`src/rtl/seq_det_stream_arbiter.sv`:
```
// Round-robin arbiter sharing one serial "in/out/reset" sequence detector among NREQ frame producers.
// Optional SEQ_ARB_ABORT_EN: a granted requester dropping req during the shift aborts its frame without done.
module seq_det_stream_arbiter #(
    parameter int NREQ = 4,
    parameter int DW   = 8,
    parameter int CW   = 4
) (
    input  logic                 clk,
    input  logic                 reset,
    input  logic [NREQ-1:0]      req,
    input  logic [NREQ*DW-1:0]   req_data,
    output logic [NREQ-1:0]      grant,
    output logic                 done,
    output logic [CW-1:0]        hit_count,
    output logic                 busy,
    output logic                 det_clr,
    output logic                 det_bit,
    output logic                 det_valid,
    input  logic                 det_hit
);
    localparam int IW = $clog2(NREQ);
    localparam int BW = $clog2(DW);
    localparam logic [CW-1:0] CMAX = {CW{1'b1}};

    typedef enum logic [1:0] {IDLE, CLEAR, SHIFT, REPORT} state_t;
    state_t state, state_nxt;

    logic [IW-1:0]   last;
    logic [IW-1:0]   pick_idx;
    logic [IW-1:0]   cand;
    logic            pick_vld;
    logic [NREQ-1:0] grant_q;
    logic [DW-1:0]   sreg;
    logic [BW-1:0]   bit_cnt;
    logic [CW-1:0]   hits;
    logic [CW-1:0]   hits_nxt;
    logic            aborting;
    logic            abort_req;

    // Search starts one past the last winner so a requester that keeps req high yields to others.
    always_comb begin
        pick_vld = 1'b0;
        pick_idx = '0;
        cand     = '0;
        for (int k = 1; k <= NREQ; k++) begin
            cand = IW'((int'(last) + k) % NREQ);
            if (!pick_vld && req[cand]) begin
                pick_vld = 1'b1;
                pick_idx = cand;
            end
        end
    end

`ifdef SEQ_ARB_ABORT_EN
    assign abort_req = (state == SHIFT) && !(|(req & grant_q));
`else
    assign abort_req = 1'b0;
`endif

    always_comb begin
        state_nxt = state;
        hits_nxt  = hits;
        if (det_valid && det_hit && (hits != CMAX))
            hits_nxt = hits + CW'(1);
        case (state)
            IDLE:    if (pick_vld) state_nxt = CLEAR;
            CLEAR:   state_nxt = aborting ? IDLE : SHIFT;
            SHIFT: begin
                if (abort_req)
                    state_nxt = CLEAR;
                else if (bit_cnt == BW'(DW - 1))
                    state_nxt = REPORT;
            end
            REPORT:  state_nxt = IDLE;
            default: state_nxt = IDLE;
        endcase
    end

    always_ff @(posedge clk or posedge reset) begin
        if (reset) begin
            state     <= IDLE;
            grant_q   <= '0;
            last      <= IW'(NREQ - 1);
            sreg      <= '0;
            bit_cnt   <= '0;
            hits      <= '0;
            hit_count <= '0;
            aborting  <= 1'b0;
        end else begin
            state <= state_nxt;
            case (state)
                IDLE: begin
                    if (pick_vld) begin
                        grant_q <= NREQ'(1) << pick_idx;
                        sreg    <= req_data[pick_idx*DW +: DW];
                        last    <= pick_idx;
                    end
                end
                CLEAR: begin
                    hits     <= '0;
                    bit_cnt  <= '0;
                    aborting <= 1'b0;
                end
                SHIFT: begin
                    sreg    <= {sreg[DW-2:0], 1'b0};
                    bit_cnt <= bit_cnt + BW'(1);
                    hits    <= hits_nxt;
                    // The abort path reuses CLEAR with grant already dropped, then falls back to IDLE.
                    if (abort_req) begin
                        grant_q  <= '0;
                        aborting <= 1'b1;
                    end else if (state_nxt == REPORT) begin
                        hit_count <= hits_nxt;
                    end
                end
                REPORT:  grant_q <= '0;
                default: ;
            endcase
        end
    end

    assign grant     = grant_q;
    assign done      = (state == REPORT);
    assign busy      = (state != IDLE);
    assign det_clr   = (state == CLEAR);
    assign det_valid = (state == SHIFT);
    assign det_bit   = det_valid & sreg[DW-1];
endmodule

```
`config.mk`:
```
export PLATFORM = sky130hd
export DESIGN_NAME = seq_det_stream_arbiter
export DESIGN_NICKNAME = d
export VERILOG_FILES = /design/src/rtl/seq_det_stream_arbiter.sv
export SDC_FILE = /design/constraint.sdc
export NUM_CORES = 1
export LEC_CHECK = 0
export BUFFER_PORTS_ARGS = -buffer_cell sky130_fd_sc_hd__buf_2
export CORE_MARGIN = 8
export CORE_UTILIZATION = 40
export DETAILED_ROUTE_END_ITERATION = 10
export PLACE_DENSITY_LB_ADDON = 0.25
export SYNTH_ARGS = -nofsm -noshare
export SYNTH_HDL_FRONTEND = slang
export SYNTH_SLANG_ARGS = --single-unit
```
`constraint.sdc`:
```
create_clock -name clk -period 4.2 [get_ports clk]
set_input_delay 0.42 -clock clk [delete_from_list [all_inputs] [get_ports clk]]
set_output_delay 0.42 -clock clk [all_outputs]
set_load 0.05 [all_outputs]
```
Yosys cells after proc, flatten, opt, wreduce, memory -nomap -nowiden
Cells that the tools add are included.

storage, ports and cells
  flip-flop bits (word level) = 27
  bits in latches = 0
  RAM bits = 0
  bits in read-only memories = 0
  input port bits = 39
  output and inout port bits = 13
  logic and storage cells = 70
  memories = 0

cells by class
  $add $sub $neg = 6
  multipliers = 0
  divide/modulo/power cells = 0
  magnitude comparators = 4
  equal/unequal tests = 7
  shifts and indexed selects = 2
  muxes and demuxes = 26
  bitwise gates (word level) = 1
  reduce and logical (&&, ||, !) cells = 17

operators with widths
  operator                                            count
  indexed part select 32 x 6 -> 8 bit                 1
  case mux 4 bit (2 select lines)                     2
  case mux 8 bit (2 select lines)                     1
  < comparator 2 x 3 -> 1 bit, second input constant  4
  2-to-1 mux 2 bit                                    6
  binary-select mux 1 bit (select 2 bit)              4
  2-to-1 mux 1 bit                                    8
  2-to-1 mux 4 bit                                    2
  2-to-1 mux 8 bit                                    1
  case mux 2 bit (4 select lines)                     1
  AND reduction 2 bit                                 4
  nonzero test 2 bit                                  4
  == test 2 bit, second input constant                3
  case mux 3 bit (2 select lines)                     1
  logical AND 1 bit                                   5
  adder 2 x 1 -> 2 bit, second input constant         2
  adder 2 bit, second input constant                  2
  adder 4 x 1 -> 4 bit, second input constant         1
  inequality test 4 bit, second input constant        1
  << shifter 1 x 2 -> 4 bit, first input constant     1
  adder 3 x 1 -> 3 bit, second input constant         1
  == test 3 bit, second input constant                1
  zero test 1 bit                                     3
  == test 2 x 1 -> 1 bit, second input constant       1
  3 further kinds                                     3

Longest topological paths before layout
Gate-level depths: netlist of the first run.

  word-level depth = 17
  mapped depth = 9
  gate-level depth less buffers = 8

Least setup slack after synthesis of the first run
OpenSTA, ideal clock, no wires.

  path kind = register to output
  start point = reg state[0]
  end point = out det_bit
  data arrival time = 1.989 ns
  data required time = 3.780 ns
  path slack = 1.791 ns
  stages on the path, launching flop included = 6
  buffers on the path = 2
  cells stage by stage = dfrtp_1 -> inv_1 -> ha_1 -> buf_2 -> clkbuf_1 -> and2_1

between the ends
  cells in the longest elaborated chain, start to end = 2

ends and longest elaborated chain
  item                    RTL line  RTL
  from (decl)             26        state_t state, state_nxt;
  from (signal assigned)  90        state <= state_nxt;
  == test 2 bit           126       assign det_valid = (state == SHIFT);
  via det_valid           18        output logic det_valid,
  AND 1 bit               127       assign det_bit = det_valid & sreg[DW-1];
  to (decl)               17        output logic det_bit,

The timed path passes the listed nets, and every way through them passes these cells.

Worst setup path after layout of the first run
  start point = reg state[0]
  end point = reg hit_count[3]

between the ends
  cells in the longest elaborated chain, start to end = 4
  elaborated cells between the ends (all ways) = 12
  classes of those cells = 4 x eq/ne; 4 x mux; 4 x reduce/logical

ends and longest elaborated chain
  item                                                                  RTL line  RTL
  == test 2 bit (tied with other cells)                                 65        case (state)
  case mux 2 bit (4 select lines) or logical AND 1 bit (tied branches)  65, 63
  == test 2 bit or logical AND 1 bit (tied branches)                    112, 63
  AND reduction 2 bit (no line) or 2-to-1 mux 4 bit (tied branches)     --
  to (signal assigned)                                                  113       hit_count <= hits_nxt;
  to (decl)                                                             14        output logic [CW-1:0] hit_count,

Parallel ways exist; a longest one is shown, timed or not.
A chain may end at the register's enable or synchronous reset.

==> reports/results.tsv, run 1 <==
stage	metric	value	unit
run_status	status	completed	
timing	final hold slack	0.356	ns
route	final WL	3880	microns
route	Routed Antenna Nets	0	
yosys	Mean Syn Cell Area	8.60	sq um
power_and_ir_drop	clock network fraction of design power	0.095	
floorplan	Die Area	6660	sq um
power_and_ir_drop	worst vdd ir	0.000285	V
clock_tree	CTS root buffer	clkbuf_8	
timing	setup TNS	0	ns
power_and_ir_drop	P_sw	773	uW
clock_tree	clock sink count	27	
timing	worst setup margin	1.86	ns
clock_tree	CTS tree	yes	
yosys	Synth Flop Type	dfrtp_1	
floorplan	starting density of the core	0.406	
place	Post-Place Cell Area	1980	sq um
power_and_ir_drop	Gate power share	0.603	
route	Post-route DRC	0	
global_routing	initial antenna violation count	0	
clock_tree	Worst-path clk slew	0.09	ns
global_routing	gr ovfl total	0	
place	Place WS	1.84	ns
worst_setup_path	Crit-path slowest cell	ha_1	
final_layout	commonest non-fill, non-tap cells in the layout	buf_2 (51), nand2_1 (26), dfrtp_1 (25)	
floorplan	I/O pins	52	
timing	Setup Skew	0.00542	ns
yosys	register area share after synthesis	0.394	
yosys	Synth cell types	38	
route	drt pass-1 iters	4	
timing	Max Slew Vio Count	0	
worst_setup_path	critical path class	reg -> reg	
route	wire per inst	13.1	microns
worst_setup_path	Worst setup SP type	register	
clock_tree	Max Root-Sink Buffers	2	
final_layout	share of cells above drive strength 1	0.258	
clock_tree	cts hold-fix bufs	0	
power_and_ir_drop	Reg power frac	0.302	
timing	fmax	428	MHz
route	Avg Vias per Cell	5.06	
yosys	flops & latches, synth	27	
floorplan	Die Wd	81.6	microns
place	PortBufs	51	
worst_setup_path	setup slack, reg-to-reg	1.86	ns
floorplan	Site Rows	24	
worst_setup_path	worst path cell trace	inv_1, ha_1, nand2_1, a31oi_1, nand4_1, xnor2_1, a21oi_1	
worst_setup_path	crit path buf inv count	1	
global_routing	vias in the first global route	1585	
timing	Setup Viol. Count Final	0	
worst_setup_path	CP top delay family	adder cells	
clock_tree	TritonCTS Buffers	3	
place	GPL Wtd Cong	0.756	
final_layout	Non-Filler Instances	296	
final_layout	leading cell type in the layout, fill and taps excluded	buf_2	
clock_tree	H-Tree Depth	1	
timing	Final min period	2.34	ns
global_routing	GRT Util Overall	0.127	
floorplan	Die Ht	81.6	microns
worst_setup_path	RR Endpoint	hit_count[3]$_DFFE_PP0P_	
min_path	Tightest Hold Check Type	in -> async	
clock_tree	Clock Latency Late Sink	0.27	ns
power_and_ir_drop	internal power	752	uW
global_routing	largest net degree at the start of global routing	28	
global_routing	first-pass GRT wire length	6900	microns
worst_setup_path	WP data required	4.34	ns
final_layout	P&R area growth vs syn	17.8	%
timing	worst slew pin tran	1.11	ns
yosys	syn_nets	247	
final_layout	diode count	0	
timing	Slew Limit Headroom	0.257	
power_and_ir_drop	Leak	1.00	nW
worst_setup_path	r2r startpoint	state[0]$_DFF_PP0_	
worst_setup_path	Worst Path Max Fanout	20	
place	Post-DP HPWL	3050	microns
worst_setup_path	R2R depth	7	
worst_setup_path	critical path arrival	2.48	ns
route	total number of vias	1499	
power_and_ir_drop	switch share	0.507	
yosys	cell count after synthesis	200	
yosys	asr flop ratio synth	1.00	
floorplan	CORE AREA	4230	sq um
final_layout	Final #Nets	292	
timing	RSZ-0062 raised after global routing	false	
power_and_ir_drop	PD cells	752	nW/um^2
final_layout	final instance area	2030	sq um
route	initial drt markers	54	
clock_tree	number of setup buffers added after CTS	0	
yosys	Yosys warnings	0	
flow_run	maxcap violations	0	
yosys	number of synthesized flops with an enable pin	0	
timing	Hold Fails Final Rpt	0	
clock_tree	CTS resizes	0	
worst_setup_path	Crit. End Element	register	
yosys	Cell Area, Synth	1720	sq um
timing	period utilization	0.557	
place	cell total after placement	292	
worst_setup_path	delay of the slowest critical-path stage	0.59	ns
final_layout	fillcell total	422	
per-stage QoR:
step                total power, mW  utilization
finish                         1.52        0.479
global route                   1.68        0.479
CTS                            1.55        0.479
detailed placement             1.40        0.468
global placement               1.39        0.468
floorplan                      1.22            -
kinds of logic (layout without fill, tap and decap cells):
| group | count (synthesis) | in the layout | synth area share |
|---|---|---|---|
| and+or+nand+nor | 59 | 59 | 0.154 |
| muxes | 11 | 11 | 0.0684 |
| AOI/OAI and AO/OA | 64 | 64 | 0.238 |
| xor gates and xnor gates | 3 | 3 | 0.0153 |
| adders and majority gates | 8 | 8 | 0.0582 |
| buffers and inverters | 28 | 72 | 0.0720 |
| DFF | 27 | 27 | 0.394 |
flip-flops by register name (all words and copies together), names as in the netlist:
name	cells
hit_count	4
sreg	8
hits	4
last	2
grant	4
state	2
bit_cnt	3
cells in the mapped netlist (all sizes together), types with 2 or more instances:
cell	count	area [sq um]
nor2b	2	12.5
mux2i	5	50.1
nor2	14	52.6
xnor2	2	17.5
and2	2	12.5
o21ai	14	73.8
mux2	6	67.6
inv	17	63.8
nand2b	4	25.0
ha	8	100
dfrtp	25	626
a21oi	23	119
dfstp	2	52.6
buf	6	41.3
a22oi	6	45.0
nor3	3	15.0
nand3	5	25.0
clkbuf	5	18.8
a211o	2	17.5
nand2	26	97.6
a31oi	9	56.3
a22o	3	26.3
o31ai	2	15.0
worst reg2reg max path: stages, from the launching register on:
cell,delay (ns)
dfrtp_1,0.42
inv_1,0.12
ha_1,0.60
nand2_1,0.11
a31oi_1,0.46
nand4_1,0.20
xnor2_1,0.22
a21oi_1,0.09
cell type report:
| type | instances | area, sq um | share of cell area |
|---|---|---|---|
| multi-input cells | 145 | 918 | 0.453 |
| inverters | 17 | 63.8 | 0.0315 |
| clock buffers | 3 | 41.3 | 0.0204 |
| flip-flops and latches | 27 | 678 | 0.335 |
| well taps | 52 | 65.1 | 0.0321 |
| repair buffers | 51 | 255 | 0.126 |
| clock inverters | 1 | 5.00 | 0.00247 |
layer usage:
layer	vias to the layer above	wire [microns]	GRT usage	share of wire
met5	-	0	0	0
met4	0	56	0.0474	0.014
met3	4	195	0.0219	0.050
met2	38	1710	0.210	0.44
met1	671	1920	0.162	0.49
li1	786	-	-	-
power by group through the flow:
stage	Sequential [mW]	Clock, mW	Combinational (mW)
after global routing	0.478	0.162	1.04
after CTS	0.461	0.154	0.935
after detailed placement	0.466	0	0.934
final	0.460	0.145	0.920
after floorplan	0.555	0	0.669
after global placement	0.464	0	0.925
how the worst max path moves through the flow:
stage	startpoint	end	slack, ns	cells past startpoint
floorplan	state[0]$_DFF_PP0_	det_bit	1.79	5
global placement	state[0]$_DFF_PP0_	hits[2]$_DFFE_PP0P_	2.00	8
detailed placement	state[0]$_DFF_PP0_	hit_count[3]$_DFFE_PP0P_	1.84	7
CTS	state[0]$_DFF_PP0_	hit_count[3]$_DFFE_PP0P_	1.82	7
global route	state[0]$_DFF_PP0_	hit_count[3]$_DFFE_PP0P_	1.56	7
finish	state[0]$_DFF_PP0_	hit_count[3]$_DFFE_PP0P_	1.86	7
No activity file was read; power rests on OpenSTA's default activity.
==> run 2: changes to the inputs <==
- clock period: 4.2 -> 2.35 ns (I/O delays scaled with it)
==> reports/results.tsv, run 2 (same netlist as run 1, synthesis figures left out) <==
stage	metric	value	unit
worst_setup_path	r2r startpoint	last[1]$_DFFE_PP1P_	
route	final WL	4030	microns
route	Avg Vias per Cell	5.08	
timing	period utilization	0.860	
floorplan	Die Ht	81.6	microns
timing	Setup Skew	0.00407	ns
final_layout	commonest non-fill, non-tap cells in the layout	buf_2 (51), nand2_1 (26), dfrtp_1 (25)	
route	Routed Antenna Nets	0	
clock_tree	CTS resizes	0	
timing	fmax	495	MHz
worst_setup_path	R2R depth	6	
timing	Hold Fails Final Rpt	0	
final_layout	Final #Nets	300	
run_status	status	completed	
final_layout	P&R area growth vs syn	21.5	%
worst_setup_path	Worst Path Max Fanout	13	
global_routing	initial antenna violation count	0	
worst_setup_path	Critical Path Most Common Cell	mux2i_1	
timing	setup TNS	0	ns
worst_setup_path	Worst setup SP type	register	
final_layout	Non-Filler Instances	304	
clock_tree	clock sink count	27	
route	wire per inst	13.3	microns
worst_setup_path	WP data required	2.52	ns
power_and_ir_drop	Leak	1.04	nW
timing	Setup Viol. Count Final	0	
power_and_ir_drop	worst vdd ir	0.000444	V
final_layout	max reg flops	8	
place	GPL Wtd Cong	0.831	
final_layout	Final Util	0.493	
global_routing	gr ovfl total	0	
global_routing	grt met2 use	0.212	
timing	final hold slack	0.00271	ns
timing	Final min period	2.02	ns
place	cell total after placement	300	
floorplan	I/O pins	52	
route	Post-route DRC	0	
worst_setup_path	critical path class	reg -> reg	
floorplan	CORE AREA	4230	sq um
route	drt pass-1 iters	4	
global_routing	met1 Use GR	0.158	
global_routing	busiest grt layer	met2	
clock_tree	Max Root-Sink Buffers	2	
timing	RSZ-0062 raised after global routing	false	
final_layout	fillcell total	407	
clock_tree	cts hold-fix bufs	0	
timing	Slew Limit Headroom	0.291	
global_routing	first-pass GRT wire length	6920	microns
global_routing	met3 Track Usage GR	0.0328	
worst_setup_path	RR Endpoint	sreg[0]$_DFFE_PP0P_	
timing	worst slew pin tran	1.05	ns
timing	Max Slew Vio Count	0	
final_layout	multi-input logic area	918	sq um
clock_tree	CTS root buffer	clkbuf_8	
worst_setup_path	critical path arrival	2.19	ns
min_path	Tightest Hold Check Type	in -> async	
worst_setup_path	delay of the slowest critical-path stage	0.64	ns
global_routing	GRT Util Overall	0.128	
final_layout	share of cells above drive strength 1	0.282	
power_and_ir_drop	PD cells	1350	nW/um^2
worst_setup_path	worst path cell trace	nand2b_1, a21oi_2, o221ai_4, mux2i_1, mux2i_1, a211o_1	
final_layout	area occupied by registers	678	sq um
place	PortBufs	51	
worst_setup_path	setup slack, reg-to-reg	0.33	ns
clock_tree	Worst-path clk slew	0.10	ns
worst_setup_path	Crit-path slowest cell	dfstp_2	
worst_setup_path	Crit. End Element	register	
clock_tree	H-Tree Depth	1	
global_routing	largest net degree at the start of global routing	28	
worst_setup_path	crit path from	last[1]$_DFFE_PP1P_	
flow_run	maxcap violations	0	
global_routing	vias in the first global route	1584	
clock_tree	TritonCTS Buffers	3	
clock_tree	Clock Latency Late Sink	0.27	ns
floorplan	Die Wd	81.6	microns
final_layout	largest reg by FF count	sreg	
route	total number of vias	1545	
power_and_ir_drop	Design Power	2.82	mW
route	initial drt markers	40	
floorplan	starting density of the core	0.406	
clock_tree	CTS tree	yes	
floorplan	Die Area	6660	sq um
place	Post-DP HPWL	3130	microns
final_layout	leading cell type in the layout, fill and taps excluded	buf_2	
final_layout	diode count	0	
floorplan	Site Rows	24	
clock_tree	number of setup buffers added after CTS	0	
-- run 2: final cells by class --
| cell class | count | area share |
|---|---|---|
| Tap cell | 52 | 0.0311 |
| Clock inverter | 1 | 0.00359 |
| Inverter | 17 | 0.0305 |
| Timing Repair Buffer | 59 | 0.151 |
| Clock buffer | 3 | 0.0198 |
| Sequential cell | 27 | 0.325 |
| Multi-Input combinational cell | 145 | 0.440 |
-- run 2: routing by layer --
metal	vias up	wire [microns]
met5	-	0
met4	0	42
met3	2	277
met2	45	1810
met1	696	1910
li1	802	-
-- run 2: critical path: cells and delay by family, from the launching register on --
kind | cells | cell delay [ns]
mux | 2 | 0.33
compound gates | 3 | 0.77
simple gates | 1 | 0.18
flops | 1 | 0.64
-- run 2: stage by stage --
step | worst slack (ns) | area, sq um
after global placement | 0.372 | 2040
after global routing | 0.194 | 2090
after CTS | 0.319 | 2090
after floorplan | 0.113 | 1720
after detailed placement | 0.324 | 2040
final | 0.330 | 2090
-- run 2: report_power, final --
group	internal (mW)	switching [mW]
sequential	0.679	0.139
clock	0.120	0.152
combinational	0.613	1.12
total	1.41	1.41
-- run 2: worst max path at each step --
stage,to,slack [ns],cells after the start
2_1_floorplan,hits[2]$_DFFE_PP0P_,0.11,9
3_3_place_gp,sreg[0]$_DFFE_PP0P_,0.37,6
3_5_place_dp,sreg[0]$_DFFE_PP0P_,0.32,6
4_1_cts,sreg[0]$_DFFE_PP0P_,0.32,6
5_1_grt,sreg[0]$_DFFE_PP0P_,0.19,6
6_report,sreg[0]$_DFFE_PP0P_,0.33,6
